--- config.mk ---
export PLATFORM = sky130hd
export DESIGN_NAME = roll_decimator
export DESIGN_NICKNAME = d
export VERILOG_FILES = /design/src/rtl/roll_pkg.sv /design/src/rtl/roll_chan_acc.sv /design/src/rtl/roll_decimator.sv
export SDC_FILE = /design/constraint.sdc
export NUM_CORES = 1
export LEC_CHECK = 0
export CORE_MARGIN = 10
export CORE_UTILIZATION = 55
export CTS_CLUSTER_DIAMETER = 200
export DETAILED_ROUTE_END_ITERATION = 6
export PLACE_DENSITY = 0.79
export REMOVE_ABC_BUFFERS = 1
export SYNTH_ARGS = -nofsm -noshare
export SYNTH_HDL_FRONTEND = slang
export SYNTH_SLANG_ARGS = --single-unit
--- constraint.sdc ---
create_clock -name clk -period 4.9 [get_ports clk]
set_input_delay 1.47 -clock clk [delete_from_list [all_inputs] [get_ports clk]]
set_output_delay 1.47 -clock clk [all_outputs]
set_load 0.02 [all_outputs]
--- src/rtl/roll_pkg.sv ---
// Shared constants for the roll-mode decimator: mode encodings and default widths.
package roll_pkg;

  localparam int DEF_WIDTH    = 12;
  localparam int DEF_CHANNELS = 2;
  localparam int DEF_PRESC_W  = 16;

  localparam logic [1:0] ROLL_SAMPLE = 2'b00;
  localparam logic [1:0] ROLL_MAX    = 2'b01;
  localparam logic [1:0] ROLL_MIN    = 2'b10;

endpackage

--- src/rtl/roll_chan_acc.sv ---
// Per-channel window accumulator: holds the first sample, running max or running min.
module roll_chan_acc
  import roll_pkg::*;
#(
  parameter int WIDTH = DEF_WIDTH
) (
  input  logic             clk,
  input  logic             rst,
  input  logic             start,
  input  logic             en,
  input  logic [1:0]       mode,
  input  logic [WIDTH-1:0] sample,
  output logic [WIDTH-1:0] acc,
  output logic [WIDTH-1:0] next
);

  logic [WIDTH-1:0] acc_q, acc_d;

  // Combine the incoming sample with the accumulator; a window start simply loads it.
  always_comb begin
    next  = acc_q;
    acc_d = acc_q;
    if (start) begin
      next = sample;
    end else begin
      case (mode)
        ROLL_MAX: next = (sample > acc_q) ? sample : acc_q;
        ROLL_MIN: next = (sample < acc_q) ? sample : acc_q;
        default:  next = acc_q;  // sample mode (and the reserved code) keep the first sample
      endcase
    end
    if (en) acc_d = next;
  end

  // Accumulator register, advanced only on accepted samples.
  always_ff @(posedge clk or posedge rst) begin
    if (rst) acc_q <= '0;
    else     acc_q <= acc_d;
  end

  assign acc = acc_q;

endmodule

--- src/rtl/roll_decimator.sv ---
// Multi-channel roll-mode decimator with sample / peak-detect windows and a
// valid/ready result register carrying a write strobe and sticky overrun flag.
module roll_decimator
  import roll_pkg::*;
#(
  parameter int WIDTH    = DEF_WIDTH,
  parameter int CHANNELS = DEF_CHANNELS,
  parameter int PRESC_W  = DEF_PRESC_W
) (
  input  logic                      clk,
  input  logic                      rst,
  input  logic                      clear,
  input  logic                      in_valid,
  input  logic [CHANNELS*WIDTH-1:0] value,
  input  logic [PRESC_W-1:0]        prescaler,
  input  logic [1:0]                mode,
  output logic [CHANNELS*WIDTH-1:0] val_out,
  output logic                      out_valid,
  input  logic                      out_ready,
  output logic                      w_clk,
  output logic                      overrun
);

  localparam logic [PRESC_W:0] ONE_EXT = (PRESC_W+1)'(1);

  logic                      start_q, start_d;
  logic [PRESC_W-1:0]        cnt_q, cnt_d;
  logic [PRESC_W-1:0]        p_lat_q, p_lat_d;
  logic [1:0]                m_lat_q, m_lat_d;
  logic [CHANNELS*WIDTH-1:0] val_out_q, val_out_d;
  logic                      out_valid_q, out_valid_d;
  logic                      w_clk_q, w_clk_d;
  logic                      overrun_q, overrun_d;

  logic                      win_start;
  logic [1:0]                eff_mode;
  logic                      last_sample;
  logic                      done;
  logic [CHANNELS*WIDTH-1:0] next_all;
  logic [CHANNELS*WIDTH-1:0] acc_all;

  // Window bookkeeping: a pending clear makes this sample the first of a fresh window.
  always_comb begin
    win_start = start_q | clear;
    eff_mode  = win_start ? mode : m_lat_q;
    // cnt_q is the index of the last accepted sample, so this sample's index is cnt_q+1.
    if (win_start) last_sample = (prescaler == '0);
    else           last_sample = (({1'b0, cnt_q} + ONE_EXT) == {1'b0, p_lat_q});
    done = in_valid & last_sample;
  end

  genvar c;
  generate
    for (c = 0; c < CHANNELS; c++) begin : g_chan
      roll_chan_acc #(.WIDTH(WIDTH)) u_acc (
        .clk    (clk),
        .rst    (rst),
        .start  (win_start),
        .en     (in_valid),
        .mode   (eff_mode),
        .sample (value[c*WIDTH +: WIDTH]),
        .acc    (acc_all[c*WIDTH +: WIDTH]),
        .next   (next_all[c*WIDTH +: WIDTH])
      );
    end
  endgenerate

  // Next-state for counter, latches, result register, handshake and overrun.
  always_comb begin
    start_d     = start_q;
    cnt_d       = cnt_q;
    p_lat_d     = p_lat_q;
    m_lat_d     = m_lat_q;
    val_out_d   = val_out_q;
    out_valid_d = out_valid_q;
    w_clk_d     = 1'b0;
    overrun_d   = clear ? 1'b0 : overrun_q;

    if (clear) begin
      start_d = 1'b1;
      cnt_d   = '0;
    end

    if (in_valid) begin
      if (win_start) begin
        p_lat_d = prescaler;
        m_lat_d = mode;
        cnt_d   = '0;
      end else begin
        cnt_d   = cnt_q + 1'b1;
      end
      start_d = 1'b0;
      if (done) begin
        start_d = 1'b1;
        cnt_d   = '0;
      end
    end

    if (done) begin
      val_out_d   = next_all;
      w_clk_d     = 1'b1;
      out_valid_d = 1'b1;
      // Newest result wins; flag it only if the old one was never taken.
      if (out_valid_q && !out_ready) overrun_d = 1'b1;
    end else if (out_valid_q && out_ready) begin
      out_valid_d = 1'b0;
    end
  end

  // State registers.
  always_ff @(posedge clk or posedge rst) begin
    if (rst) begin
      start_q     <= 1'b1;
      cnt_q       <= '0;
      p_lat_q     <= '0;
      m_lat_q     <= ROLL_SAMPLE;
      val_out_q   <= '0;
      out_valid_q <= 1'b0;
      w_clk_q     <= 1'b0;
      overrun_q   <= 1'b0;
    end else begin
      start_q     <= start_d;
      cnt_q       <= cnt_d;
      p_lat_q     <= p_lat_d;
      m_lat_q     <= m_lat_d;
      val_out_q   <= val_out_d;
      out_valid_q <= out_valid_d;
      w_clk_q     <= w_clk_d;
      overrun_q   <= overrun_d;
    end
  end

  assign val_out   = val_out_q;
  assign out_valid = out_valid_q;
  assign w_clk     = w_clk_q;
  assign overrun   = overrun_q;

  // The per-channel accumulator value is only needed internally through next_all.
  logic unused_acc;
  assign unused_acc = ^acc_all;

endmodule

==> flow_metrics.py <==
metrics = {
    "floorplan": {
        "rows": 37,
        "initial_core_util_pct": 56.3,
        "die_h_um": 123,
        "ios": 74,
        "core-area_sq_mm": 0.0103,
        "die_area_sq_mm": 0.0150,
        "die_w_um": 123,
    },
    "timing": {
        "finalCritPeriodShare_pct": 88.1,
        "fin_skew_ns": 0.0152,
        "worst_pin_slew_ns": 1.17,
        "hold_violations": 0,
        "rsz0062_at_grt": "false",
        "drv_slew": 0,
        "relSlewSlack_pct": 21.8,
        "clock.fmax_mhz": 232,
        "setup_viol": 0,
        "fin_crit_ns": 4.32,
        "setup_tns_ns": 0,
    },
    "global_routing": {
        "antenna_found_initial": 0,
        "grt_overflow": 0,
        "grt_util_all_layers_pct": 20.7,
        "grt_pass1_wl_um": 25000,
        "met1_usage_pct": 26.0,
        "grt_max_degree": 36,
        "grt-busiest-layer": "met2",
        "grt_use_met3_pct": 3.81,
        "use_met2_pct": 34.9,
        "grt_pass1_vias": 4899,
    },
    "detailed_routing": {
        "wire_per_inst_um": 19.3,
        "ant_nets": 0,
        "vias": 4776,
        "drcViolationCount": 0,
        "via_per_inst": 6.15,
        "firstDrtPassIters": 7,
        "drtIter0Drc": 348,
        "wl_um": 15000,
    },
    "cts": {
        "clockBufferDepth": 2,
        "post-cts-setup-buffers": 0,
        "cts_root_buf": "clkbuf_8",
        "clk_pin_slew_ns": 0.08,
        "cts_resized": 0,
        "hold_buffers": 0,
        "cts.sinks": 86,
        "cts_tree": "built",
        "clock_latency_ns": 0.37,
        "cts_buffers": 9,
        "h-tree-depth": 3,
    },
    "setup_path": {
        "end_kind": "flip-flop",
        "critPathArrivalTime_ns": 4.62,
        "cp-start-kind": "input pin",
        "crit_fanout": 9,
        "reg2reg_slack_ns": 1.29,
        "regToRegEndpoint": "val_out[22]",
        "r2r_cells": 8,
        "crit_path_end": "g_chan[0].u_acc.acc[11]",
        "path_class": "in2reg",
        "worstSetupStartpoint": "value[11]",
        "cp.required_ns": 5.21,
        "r2r-start": "cnt_q[6]",
    },
    "final_layout": {
        "drive_above_1_share_pct": 18.0,
        "area_growth_syn_to_layout_pct": 17.9,
        "register_area_sq_mm": 0.00215,
        "final_cells": 776,
        "diodes": 0,
        "multi_input_area_sq_mm": 0.00330,
        "final_nets": 709,
        "nFillCells": 825,
    },
    "outcome": {
        "status": "finished clean",
    },
    "power_and_ir_drop": {
        "cellPowerDensity_mw_per_mm2": 287,
        "p_seq_share_pct": 43.9,
        "internal_power_uw": 1320,
        "peakVddDrop_uv": 170,
        "p_comb_share_pct": 29.7,
        "switchingPower_uw": 641,
        "p_clk_share_pct": 26.5,
        "leakage_uw": 0.00315,
        "swShare_pct": 32.7,
    },
    "place": {
        "place_congestion": 0.967,
        "dp_hpwl_um": 11200,
        "place_inst": 760,
        "numPortBuffers": 73,
    },
    "yosys": {
        "ys_types": 68,
        "syn_area_per_cell_sq_um": 10.1,
        "syn_inst": 572,
        "synth_seq_cells": 86,
        "synth-async-reset-ratio_pct": 100,
        "seq_area_frac_synth_pct": 37.2,
        "synth_edf_count": 0,
        "ys.flop_type": "dfrtp_1",
        "yosys_warnings": 0,
        "netlist_area_sq_mm": 0.00579,
    },
    "min_path": {
        "hold_class": "reg2reg",
    },
    "flow_run": {
        "maxCapViolations": 0,
    },
}
==> registers in the layout (all words and copies together), names as in the netlist <==
name              count
val_out              24
cnt_q                16
out_valid             1
m_lat_q               2
p_lat_q              16
w_clk                 1
overrun               1
g_chan.u_acc.acc     24
start_q               1
==> power groups by stage <==
stage / Clock, uW / Sequential (uW) / Combinational, uW
floorplan: 0 / 848 / 400
global placement: 0 / 866 / 562
detailed placement: 0 / 871 / 578
CTS: 532 / 858 / 581
global route: 560 / 871 / 644
finish: 519 / 859 / 581
==> worst min-delay path by stage <==
stage	endpoint	slack, ns	cells past startpoint	startpoint
after floorplan	m_lat_q[0]	0.48	1	m_lat_q[0]
after global routing	val_out[3]	0.53	1	val_out[3]
final	val_out[3]	0.51	1	val_out[3]
after detailed placement	val_out[9]	0.50	1	val_out[9]
after global placement	m_lat_q[1]	0.49	1	m_lat_q[1]
after CTS	val_out[3]	0.52	1	val_out[3]
==> cells by family (layout without fill, tap and decap cells) <==
group / Yosys count / count (layout) / synth area share (%)
xor+xnor: 20 / 20 / 3.03
compound gates: 143 / 143 / 19.1
mux: 73 / 73 / 15.2
fa+ha+maj: 27 / 27 / 5.84
simple gates: 145 / 145 / 13.8
flops: 86 / 86 / 37.2
buf+inv: 78 / 146 / 5.82
==> cells in the mapped netlist, types with 4 or more instances <==
| master | count | area [sq um] |
|---|---|---|
| xor2_1 | 8 | 70.1 |
| buf_2 | 5 | 25.0 |
| a31oi_1 | 13 | 81.3 |
| mux2i_1 | 7 | 70.1 |
| nand4_1 | 16 | 100 |
| nand2_1 | 42 | 158 |
| a21o_1 | 8 | 60.1 |
| a311oi_1 | 7 | 61.3 |
| or4_1 | 4 | 30.0 |
| o21ai_0 | 16 | 80.1 |
| o22ai_1 | 4 | 25.0 |
| a221o_1 | 18 | 180 |
| o211ai_1 | 8 | 60.1 |
| a21oi_1 | 23 | 115 |
| ha_1 | 27 | 338 |
| inv_1 | 42 | 158 |
| nor3_1 | 6 | 30.0 |
| nor2_1 | 13 | 48.8 |
| nand3_1 | 18 | 90.1 |
| xnor2_1 | 12 | 105 |
| mux2_2 | 49 | 552 |
| o211a_1 | 17 | 170 |
| dfrtp_1 | 85 | 2130 |
| or3_1 | 5 | 31.3 |
| clkbuf_1 | 23 | 86.3 |
| nor4_1 | 10 | 62.6 |
| or2_2 | 5 | 31.3 |
| nor2b_1 | 9 | 56.3 |
| buf_4 | 4 | 30.0 |
| mux2_4 | 17 | 255 |
==> metal layers <==
metal  wire length (um)  vias up
met4                252        0
met3                787       20
met1               6470     2330
met2               7490      150
met5                  0        -
li1                   -     2276
==> per-stage QoR <==
| stage | util, % | power [uW] | hold slack (ns) | area (sq um) | setup slack (ns) |
|---|---|---|---|---|---|
| 4_1_cts | 66.4 | 1970 | 0.517 | 6820 | 0.635 |
| 3_5_place_dp | 64.4 | 1450 | 0.496 | 6620 | 0.240 |
| 2_1_floorplan | - | 1250 | 0.479 | 5610 | 0.845 |
| 5_1_grt | 66.4 | 2070 | 0.529 | 6820 | 0.407 |
| 6_report | 66.4 | 1960 | 0.514 | 6820 | 0.583 |
| 3_3_place_gp | 64.4 | 1430 | 0.490 | 6620 | 0.290 |
==> critical path, stage by stage <==
cell	delay, ns
clkdlybuf4s50_1	0.47
ha_1	0.36
nand4_1	0.16
or2_2	0.35
a21oi_2	0.36
or3_1	0.37
mux2i_1	0.55
o211a_1	0.24
a221o_1	0.14
mux2_2	0.16
==> area by class of cell <==
cell class	instances	share of cell area, %
Sequential cell	86	31.6
Clock buffer	12	2.27
Inverter	42	2.33
Tap cell	136	2.49
Timing Repair Buffer	88	12.4
Multi-Input combinational cell	408	48.3
Clock inverter	4	0.660
==> placed cells by master, fill, tap and decap left out, types with 8 or more instances in the layout <==
cell type	n
o21ai_0	16
mux2_4	17
a21o_1	8
nor4_1	10
nand2_1	42
clkdlybuf4s50_1	73
xor2_1	8
o211a_1	17
clkbuf_8	11
buf_4	15
a31oi_1	13
nand3_1	18
nand4_1	16
inv_1	41
nor2b_1	9
ha_1	27
xnor2_1	12
mux2_2	49
o211ai_1	8
nor2_1	13
a21oi_1	23
a221o_1	18
dfrtp_1	85
No activity file was read; power rests on OpenSTA's default activity.
